[src/rtl/uart_tx_feeder.sv]
// FIFO-buffered feeder for the UART transmitter: queues producer words and hands
// them over one at a time on the ld_tx_data/tx_busy handshake, with an inter-frame gap.
module uart_tx_feeder #(
   parameter int WIDTH       = 18,
   parameter int DEPTH       = 8,
   parameter int GAP_CYCLES  = 2,
   parameter int ACK_TIMEOUT = 4
) (
   input  logic                       txclk,
   input  logic                       reset_n,
   input  logic [WIDTH-1:0]           wr_data,
   input  logic                       wr_valid,
   output logic                       wr_ready,
   input  logic                       flush,
   input  logic                       tx_busy,
   output logic                       ld_tx_data,
   output logic [WIDTH-1:0]           tx_data,
   output logic [$clog2(DEPTH+1)-1:0] fifo_count,
   output logic                       ack_err
);

   localparam int CW = $clog2(DEPTH + 1);
   localparam int PW = $clog2(DEPTH);
   localparam int TW = (ACK_TIMEOUT > 1) ? $clog2(ACK_TIMEOUT) : 1;
   localparam int GW = (GAP_CYCLES > 1) ? $clog2(GAP_CYCLES) : 1;

   typedef enum logic [2:0] {IDLE, LOAD, WAIT_BUSY, WAIT_DONE, GAP} state_t;

   state_t           state_q, state_d;
   logic [PW-1:0]    rd_ptr_q, rd_ptr_d;
   logic [PW-1:0]    wr_ptr_q, wr_ptr_d;
   logic [CW-1:0]    count_q, count_d;
   logic             ld_q, ld_d;
   logic [WIDTH-1:0] data_q, data_d;
   logic             ack_err_q, ack_err_d;
   logic [TW-1:0]    timer_q, timer_d;
   logic [GW-1:0]    gap_cnt_q, gap_cnt_d;
   logic [WIDTH-1:0] mem_q [DEPTH];
   logic             push;
   logic             pop;

   assign wr_ready   = (count_q < CW'(DEPTH));
   assign push       = wr_valid && wr_ready && !flush;
   assign ld_tx_data = ld_q;
   assign tx_data    = data_q;
   assign fifo_count = count_q;
   assign ack_err    = ack_err_q;

   // A flush in the same cycle suppresses the pop so no discarded word is ever issued.
   always_comb begin
      state_d   = state_q;
      ld_d      = 1'b0;
      data_d    = data_q;
      ack_err_d = ack_err_q;
      timer_d   = timer_q;
      gap_cnt_d = gap_cnt_q;
      pop       = 1'b0;
      case (state_q)
         IDLE: begin
            if (count_q != '0 && !tx_busy && !flush) begin
               pop     = 1'b1;
               ld_d    = 1'b1;
               data_d  = mem_q[rd_ptr_q];
               state_d = LOAD;
            end
         end
         LOAD: begin
            timer_d = '0;
            state_d = WAIT_BUSY;
         end
         WAIT_BUSY: begin
            if (tx_busy) begin
               state_d = WAIT_DONE;
            end else if (timer_q == TW'(ACK_TIMEOUT - 1)) begin
               ack_err_d = 1'b1;
               state_d   = IDLE;
            end else begin
               timer_d = timer_q + TW'(1);
            end
         end
         WAIT_DONE: begin
            if (!tx_busy) begin
               gap_cnt_d = '0;
               state_d   = (GAP_CYCLES == 0) ? IDLE : GAP;
            end
         end
         GAP: begin
            if (gap_cnt_q == GW'(GAP_CYCLES - 1)) begin
               state_d = IDLE;
            end else begin
               gap_cnt_d = gap_cnt_q + GW'(1);
            end
         end
         default: state_d = IDLE;
      endcase
   end

   always_comb begin
      rd_ptr_d = rd_ptr_q;
      wr_ptr_d = wr_ptr_q;
      count_d  = count_q;
      if (flush) begin
         rd_ptr_d = '0;
         wr_ptr_d = '0;
         count_d  = '0;
      end else begin
         if (push) wr_ptr_d = wr_ptr_q + PW'(1);
         if (pop)  rd_ptr_d = rd_ptr_q + PW'(1);
         case ({push, pop})
            2'b10:   count_d = count_q + CW'(1);
            2'b01:   count_d = count_q - CW'(1);
            default: count_d = count_q;
         endcase
      end
   end

   always_ff @(posedge txclk or negedge reset_n) begin
      if (!reset_n) begin
         state_q   <= IDLE;
         rd_ptr_q  <= '0;
         wr_ptr_q  <= '0;
         count_q   <= '0;
         ld_q      <= 1'b0;
         data_q    <= '0;
         ack_err_q <= 1'b0;
         timer_q   <= '0;
         gap_cnt_q <= '0;
      end else begin
         state_q   <= state_d;
         rd_ptr_q  <= rd_ptr_d;
         wr_ptr_q  <= wr_ptr_d;
         count_q   <= count_d;
         ld_q      <= ld_d;
         data_q    <= data_d;
         ack_err_q <= ack_err_d;
         timer_q   <= timer_d;
         gap_cnt_q <= gap_cnt_d;
      end
   end

   // Storage needs no reset: entries are only read after being written.
   always_ff @(posedge txclk) begin
      if (push) mem_q[wr_ptr_q] <= wr_data;
   end

endmodule

[config.mk]
export PLATFORM = sky130hd
export DESIGN_NAME = uart_tx_feeder
export DESIGN_NICKNAME = d
export VERILOG_FILES = /design/src/rtl/uart_tx_feeder.sv
export SDC_FILE = /design/constraint.sdc
export NUM_CORES = 1
export LEC_CHECK = 0
export ABC_AREA = 1
export CAP_MARGIN = 10
export CELL_PAD_IN_SITES_DETAIL_PLACEMENT = 1
export CELL_PAD_IN_SITES_GLOBAL_PLACEMENT = 1
export CORE_ASPECT_RATIO = 1.4
export CORE_MARGIN = 3
export CORE_UTILIZATION = 45
export CTS_CLUSTER_DIAMETER = 120
export DETAILED_ROUTE_END_ITERATION = 6
export DONT_BUFFER_PORTS = 1
export MAX_ROUTING_LAYER = met4
export PLACE_DENSITY_LB_ADDON = 0.08
export SKIP_LAST_GASP = 1
export SYNTH_ARGS = -nofsm -noshare
export SYNTH_HDL_FRONTEND = slang
export SYNTH_SLANG_ARGS = --single-unit
[constraint.sdc]
create_clock -name txclk -period 2.04 [get_ports txclk]
set_input_delay 0.306 -clock txclk [delete_from_list [all_inputs] [get_ports txclk]]
set_output_delay 0.306 -clock txclk [all_outputs]
set_load 0.03 [all_outputs]
* After elaboration in Yosys (flattened, before gate mapping)
Memory sizes are Yosys's and may differ from the RTL's. A register that Yosys moved wholly into a read port is not among the register bits.
Index checks and enable logic that the tools add are counted.
** Storage, ports and cells
- Bits in registers :: 18
- Output and inout bits :: 25
- Bits of input ports :: 23
- RAM bits :: 144
- Memories :: 1
** Cells by class
- Reductions and logical operators :: 19
- Eq/ne operators :: 13
- $lt $le $gt $ge :: 1
- $add $sub $neg :: 6
- Bitwise operators :: 1
- Mux-type cells :: 22
** Memory list
- mem_q :: words 8, width 18, read ports 1, clocked after memory_dff 1, write ports 1, line 38 : logic [WIDTH-1:0] mem_q [DEPTH];
** Operator list (count)
- 3-bit two-way mux :: 9
- 3-bit case mux with 5 select lines :: 1
- 2-bit inequality test (second input constant) :: 5
- 4-bit case mux with 2 select lines :: 1
- 2-bit nonzero test :: 4
- 3-bit by 1-bit adder with 3-bit output (second input constant) :: 2
- 3-bit by 2-bit == test with 1-bit output (second input constant) :: 2
- 1-bit two-way mux :: 6
- 3-bit AND reduction :: 2
- 4-bit by 1-bit adder with 4-bit output (second input constant) :: 1
- 2-bit == test (second input constant) :: 2
- 1-bit logical AND :: 4
- 4-bit less-than comparator (second input constant) :: 1
- 2-bit two-way mux :: 2
- 4-bit two-way mux :: 1
- 2-bit case mux with 2 select lines :: 1
- 2-bit AND reduction :: 2
- 4-bit AND reduction :: 1
- 4-bit nonzero test :: 1
- 4-bit by 1-bit subtractor with 4-bit output (second input constant) :: 1
- 3-bit by 1-bit == test with 1-bit output (second input constant) :: 1
- 3-bit == test (second input constant) :: 1
- 1-bit logical NOT :: 3
- 3-bit logical NOT :: 1
- other kinds (7) :: 7

* Longest topological paths before layout
Gate-level depths: netlist of run 1.
- Word-level depth :: 8
- Gate-level depth with buffers :: 14

* Worst setup path before layout of run 1
Ideal clock, no wire load.
- Path type :: register to register
- From :: reg count_q[3] (netlist: fifo_count[3])
- To :: mem mem_q[0][0], enable pin
- Slack :: -298 ps
- Arrival time :: 1946 ps
- Library setup time :: 392 ps
- Cell stages (with the launch flop) :: 6
- Buffers on the path :: 0
- Cell sequence :: dfrtp_1 -> inv_2 -> nand3_1 -> inv_1 -> nand2_1 -> nor2_1
** On the way
- Cells in the longest elaborated chain, start to end :: 5
** Ends and longest elaborated chain
- from (decl) :: line 32 : logic [CW-1:0] count_q, count_d;
- from (signal assigned) :: line 132 : count_q <= count_d;
- 4-bit less-than comparator :: line 42 : assign wr_ready = (count_q < CW'(DEPTH));
- named net wr_ready :: line 13 : output logic wr_ready,
- 1-bit logical AND (2 in series) :: line 43 : assign push = wr_valid && wr_ready && !flush;
- 1-bit two-way mux :: line 143 : if (push) mem_q[wr_ptr_q] <= wr_data;
- 1-bit two-way mux (implied by the code) :: line 143
- to (decl) :: line 38
The timed path passes the listed nets, and every way through them passes these cells.

* Final worst setup path of run 1
- From :: reg state_q[0]
- To :: reg count_q[3] (netlist: fifo_count[3])
** On the way
- Cells in the longest elaborated chain, start to end :: 5
- Elaborated cells between the ends (all ways) :: 7
** Ends and longest elaborated chain
- from (decl) :: line 29 : state_t state_q, state_d;
- from (signal assigned) :: line 129 : state_q <= state_d;
- 3-bit logical NOT (*) :: line 58 : case (state_q)
- 1-bit two-way mux (*) :: line 58
- 2-bit by 1-bit == test with 1-bit output / 2-bit == test (equally long branches) :: line 109 : case ({push, pop})
- 4-bit case mux with 2 select lines :: line 109
- 4-bit two-way mux :: line 102 : if (flush) begin
Mark *: on every way between the ends. The rest lies on a longest branch, timed or not.
A chain may end at the register's enable or synchronous reset.

==> impl_metrics.yaml, run 1 <==
route:
  drc: 0
  wl_mm: 17.36
  drt.antenna.violating_nets: 0
  routedWlPerCell_um: 21.37
  drt_iter0_markers: 199
  dr.pass1.iters: 4
  drt-vias-per-instance: 5.741
  via_count: 4662
global_routing:
  grt_usage_pct: 21.61
  antenna_found_initial: 0
  grt_first_pass_wirelength_mm: 27.71
  grt_max_degree: 39
  grt_pass1_vias: 5065
  grt_overflow_total: 0
sta:
  drv_slew: 0
  setup_violations: 0
  fmax_mhz: 550.4
  rsz0062_at_grt: "no"
  relSlewSlack_pct: 67.76
  fin_setup_tns_ps: 0
  finalClockSkew_ps: 10.37
  tightest_slew_ps: 483.6
  period_share_pct: 89.05
  hold_viol_final: 0
  min_period_ps: 1817
cts:
  htree_levels: 4
  ctsResizeCount: 0
  cts.sinks: 180
  tritoncts: "built"
  cts_root_buffer: "clkbuf_16"
  numCtsBuffers: 17
  clk_path_buf_depth: 2
  clock_latency_ps: 430
  clkTransAtPathRegs_ps: 60
logic_synthesis:
  ys_ff_latch: 180
  synth_top_area_share_pct: 60.55
  synth_cell_type_count: 30
  seq_area_frac_synth_pct: 73.16
  synth_edf_count: 144
  syn_nets: 597
  synth_area_leader_cell: "edfxtp_1"
  synth.most_common_cell: "edfxtp_1"
  syn-cell-area_um2: 7142
  synth_top_cells_by_area: "edfxtp_1 61%, dfrtp_1 13%, o21ai_0 4.8%"
  synth_common_cells: "144 x edfxtp_1, 88 x nor2_1, 72 x nand2_1, 68 x o21ai_0, 36 x dfrtp_1"
  synth_warnings: 0
  ys.flop_type: "edfxtp_1"
  syn_inst: 569
  syn_area_per_cell_um2: 12.55
  postSynth.asyncResetShare_pct: 20.00
cells_and_area:
  drive_above_1_share_pct: 13.23
  stdcell_area_um2: 8384
  synthToLayoutAreaGrowth_pct: 17.40
  n_antenna_cell: 0
  final_cells: 812
  postLayoutCoreUtil_pct: 54.97
  nets: 635
job:
  maxCapViolations: 0
placement:
  place.gp.congestion: 0.8387
  portBuffers: 0
  hpwl_mm: 10.84
  placed_area_um2: 7570
  place_inst: 760
worst_setup_path:
  crit_path_end_kind: "flip-flop"
  r2r_start: "state_q[0]$_DFFE_PN0P_"
  start_kind: "flip-flop"
  crit_fanout: 10
  r2r_slack_ps: 220
  critPathRequiredTime_ps: 2360
  crit_arrival_ps: 2130
  rr_worst_depth: 12
  endpoint: "fifo_count[3]$_DFFE_PN0P_"
  crit_type: "reg -> reg"
  reg2reg_to: "fifo_count[3]$_DFFE_PN0P_"
  startpoint: "state_q[0]$_DFFE_PN0P_"
floorplan:
  start_util_pct: 46.83
  rows: 53
  die_x_um: 112.5
  ios: 48
  die_h_um: 155.1
  die_area_um2: 17440
  core_area_um2: 15250
pwr:
  p_leak_uw: 0.003119
  finalPower_uw: 10170
  ir_drop_uv: 748.6
  power.density_nw_per_um2: 1213
worst_hold_path:
  min_path_cells: 3
  min_path_type: "in -> reg"
status:
  status: "finished clean"
-- worst min-delay path by stage --
stage          startpoint                        end  slack, ps
6_report            flush  fifo_count[2]$_DFFE_PN0P_         70
5_1_grt          wr_valid    wr_ptr_q[2]$_DFFE_PN0P_         60
4_1_cts          wr_valid    wr_ptr_q[2]$_DFFE_PN0P_         40
3_5_place_dp      reset_n     tx_data[2]$_DFFE_PN0P_         10
3_3_place_gp      reset_n       ld_tx_data$_DFF_PN0_         10
2_1_floorplan     reset_n        ack_err$_DFFE_PN0P_         10
-- cell type report --
cell class | instances | area, µm²
repair buffers | 49 | 490.5
fillers | 1575 | 6868
inverters | 30 | 112.6
clock buffers | 22 | 484.2
clock inverters | 10 | 120.1
well taps | 192 | 240.2
flip-flops and latches | 180 | 5226
multi-input cells | 329 | 1710
-- per-stage QoR --
stage	setup WS (ps)	hold slack, ps
global route	5.491	64.51
detailed placement	210.9	11.75
finish	223.3	65.99
CTS	201.3	36.57
global placement	276.6	11.61
floorplan	-286.2	10.41
-- report_power, final --
group	total, µW	internal, µW	leakage [µW]	switching (µW)
registers	4910	4320	0.00176	591
logic	1960	637	0.00106	1320
clock network	3300	1940	0.000294	1360
total	10200	6900	0.00312	3270
-- metal layers --
metal / track usage [%] / wire, µm / up-vias
li1: - / - / 2137
met1: 25.17 / 7023 / 2388
met2: 36.94 / 9287 / 110
met3: 4.514 / 731 / 27
met4: 8.133 / 313 / 0
met5: - / 0 / -
-- logic make-up (layout without fill, tap and decap cells) --
kind of cell               after synthesis  after routing  share of synthesized area, %
adders and majority gates                5              5                        0.8760
buffers and inverters                   60            111                         3.416
DFF                                    180            180                         73.16
and+or+nand+nor                        178            178                         10.23
xor gates and xnor gates                 1              1                        0.1227
AOI/OAI and AO/OA                      145            145                         12.19
-- worst max-delay path, cell delays in order, from the launching register on --
cell and delay [ps]:
dfrtp_1 400, inv_1 130, nand3_4 120, nor2_8 230, nand2_4 80, inv_1 60
ha_1 250, nand2_1 90, inv_1 40, nand3_1 90, nand3_1 80, nand3_1 80
nand2_1 50
-- state kept, by name (all words and copies together) (netlist names) --
signal	count
ack_err	1
fifo_count	4
gap_cnt_q	1
ld_tx_data	1
mem_q	144
rd_ptr_q	3
state_q	3
timer_q	2
tx_data	18
wr_ptr_q	3
-- layout by cell type (no fill, tap or decap), types with 19 or more instances in the layout --
cell / instances
dlygate4sd3_1: 19
inv_1: 24
nand2_1: 72
buf_4: 24
edfxtp_1: 144
nor2_1: 81
o21ai_0: 68
dfrtp_1: 35
-- repair_timing --
action	CTS	global route
hold buffers	20	0
endpoints found under the hold margin	180	0
setup buffers	0	0
Power figures use the tool's default switching activity.
==> run 2, diff against run 1 <==
- CORE_MARGIN: 3 -> 4
- CTS_CLUSTER_DIAMETER: 120 -> 30
- PLACE_DENSITY_LB_ADDON: 0.08 -> 0.3
==> run 2 against run 1 <==
Net effect: die area grew 3.1%; final area rose by 0.42%; worst setup slack got worse by 58 ps; via count increased by 0.11%; routed wire length rose by 3.5%; sequential share of layout area decreased by 0.26 points; worst hold slack worse by 20 ps; final cell count up 0.86%; register-to-register slack worse by 60 ps; clock-buffer cell count shrank 5.
==> impl_metrics.yaml, run 2 (synthesis results as in run 1) <==
worst_hold_path:
  hp-start: "flush"
  min_path_type: "in -> reg"
  min_path_cells: 3
  min_to: "fifo_count[0]$_DFFE_PN0P_"
cells_and_area:
  postLayoutCoreUtil_pct: 53.94
  drive_above_1_share_pct: 13.48
  stdcell_area_um2: 8419
  final_cells: 819
  mostFrequentLayoutCells: "144 x edfxtp_1, 83 x nor2_1, 72 x nand2_1, 68 x o21ai_0, 35 x dfrtp_1"
  largest_reg_flops: 144
  synthToLayoutAreaGrowth_pct: 17.89
  n_antenna_cell: 0
  layout_commonest_cell: "edfxtp_1"
  regMostFlops: "mem_q"
  nets: 638
cts:
  clk_path_buf_depth: 2
  cts_root_buffer: "clkbuf_16"
  numCtsBuffers: 17
  htree_levels: 4
  clock_latency_ps: 430
  tritoncts: "built"
  clkTransAtPathRegs_ps: 70
  cts.sinks: 180
worst_setup_path:
  reg2reg_to: "tx_data[12]$_DFFE_PN0P_"
  crit_fanout: 18
  critPathRequiredTime_ps: 2340
  r2r_start: "state_q[0]$_DFFE_PN0P_"
  cpPeakStageDelay_ps: 400
  crit_arrival_ps: 2180
  crit_family: "buffers and inverters"
  r2r_slack_ps: 160
  rr_worst_depth: 8
  crit_path_top_delay_cell: "dfrtp_1"
  path_cells: "inv_1 -> nand3_4 -> nor2_8 -> buf_4 -> inv_2 -> buf_4 -> nand2_1 -> nand2_1"
  path_buf_inv: 4
  start_kind: "flip-flop"
  crit_path_end_kind: "flip-flop"
  crit_cells: 8
  crit_type: "reg -> reg"
job:
  maxCapViolations: 0
floorplan:
  die_h_um: 157.1
  die_area_um2: 17980
  rows: 54
  die_x_um: 114.5
  ios: 48
  start_util_pct: 45.76
  core_area_um2: 15610
sta:
  tightest_slew_ps: 443.2
  fmax_mhz: 533.3
  hold_viol_final: 0
  finalClockSkew_ps: 7.070
  fin_setup_tns_ps: 0
  relSlewSlack_pct: 70.45
  setup_violations: 0
  min_period_ps: 1875
  drv_slew: 0
  rsz0062_at_grt: "no"
  period_share_pct: 91.92
global_routing:
  grt_pass1_vias: 5198
  grt_usage_pct: 21.51
  antenna_found_initial: 0
  grt_max_degree: 73
  grt_overflow_total: 0
  grt_first_pass_wirelength_mm: 28.28
pwr:
  power.density_nw_per_um2: 1220
  p_leak_uw: 0.003136
  ir_drop_uv: 630.0
route:
  wl_mm: 17.96
  dr.pass1.iters: 5
  drt-vias-per-instance: 5.698
  drc: 0
  via_count: 4667
  routedWlPerCell_um: 21.93
  drt.antenna.violating_nets: 0
  drt_iter0_markers: 370
placement:
  hpwl_mm: 10.76
  placed_area_um2: 7585
  place.gp.congestion: 0.8072
  place_inst: 766
  portBuffers: 0
status:
  status: "finished clean"
run 2: cell types whose count changed in the layout (fill, tap and decap cells not counted), sizes merged:
cell    previous run  this run
buf               30        33
bufinv             2         3
clkbuf            22        17
clkinv             3         6
inv               33        34
run 2: stage by stage:
stage                     setup slack [ps]  power [µW]  hold slack [ps]
after floorplan                     -286.2        6257            10.41
after detailed placement             129.5        6917            11.42
after CTS                            110.2       10370            20.11
after global routing                 1.420       10800            46.43
final                                164.9       10270            46.20
after global placement               210.7        6786            11.72
run 2: repair_timing:
| item | in CTS | in global routing |
|---|---|---|
| resized for setup | 0 | 1 |
| setup endpoints to repair | 0 | 1 |
| buffers inserted | 0 | 1 |
| hold endpoints to repair | 180 | 0 |
| hold buffers | 20 | 0 |
run 2: worst max-delay path by stage:
stage	end	from	slack, ps
after detailed placement	fifo_count[3]$_DFFE_PN0P_	state_q[0]$_DFFE_PN0P_	130
after CTS	tx_data[12]$_DFFE_PN0P_	state_q[0]$_DFFE_PN0P_	110
after global routing	fifo_count[3]$_DFFE_PN0P_	state_q[0]$_DFFE_PN0P_	1
after floorplan	mem_q[1][0]$_DFFE_PP_	fifo_count[3]$_DFFE_PN0P_	-290
after global placement	fifo_count[3]$_DFFE_PN0P_	state_q[0]$_DFFE_PN0P_	210
final	tx_data[12]$_DFFE_PN0P_	state_q[0]$_DFFE_PN0P_	160
run 2: per-layer routing:
metal	vias up	wire length (µm)	GRT usage, %
met5	-	0	-
met4	0	248	7.583
met3	22	866	5.115
met2	108	9742	37.08
met1	2404	7106	24.40
li1	2133	-	-
run 2: worst register-to-register path, delay by kind of cell, from the launching register on:
kind,cells,cell delay (ps)
and+or+nand+nor,4,480
buffers and inverters,4,870
DFF,1,400
run 2: cell type report:
class | instances | area, µm²
clock buffer | 17 | 425.4
timing repair buffer | 52 | 513.0
multi-input combinational | 329 | 1718
sequential | 180 | 5226
fill | 1560 | 7188
tap | 196 | 245.2
clock inverter | 15 | 178.9
inverter | 30 | 112.6
run 2: power by group:
group | leakage, µW | switching (µW) | internal (µW)
Sequential | 0.00176 | 579 | 4320
Clock | 0.000293 | 1410 | 1940
Combinational | 0.00108 | 1370 | 655
Total | 0.00314 | 3360 | 6910
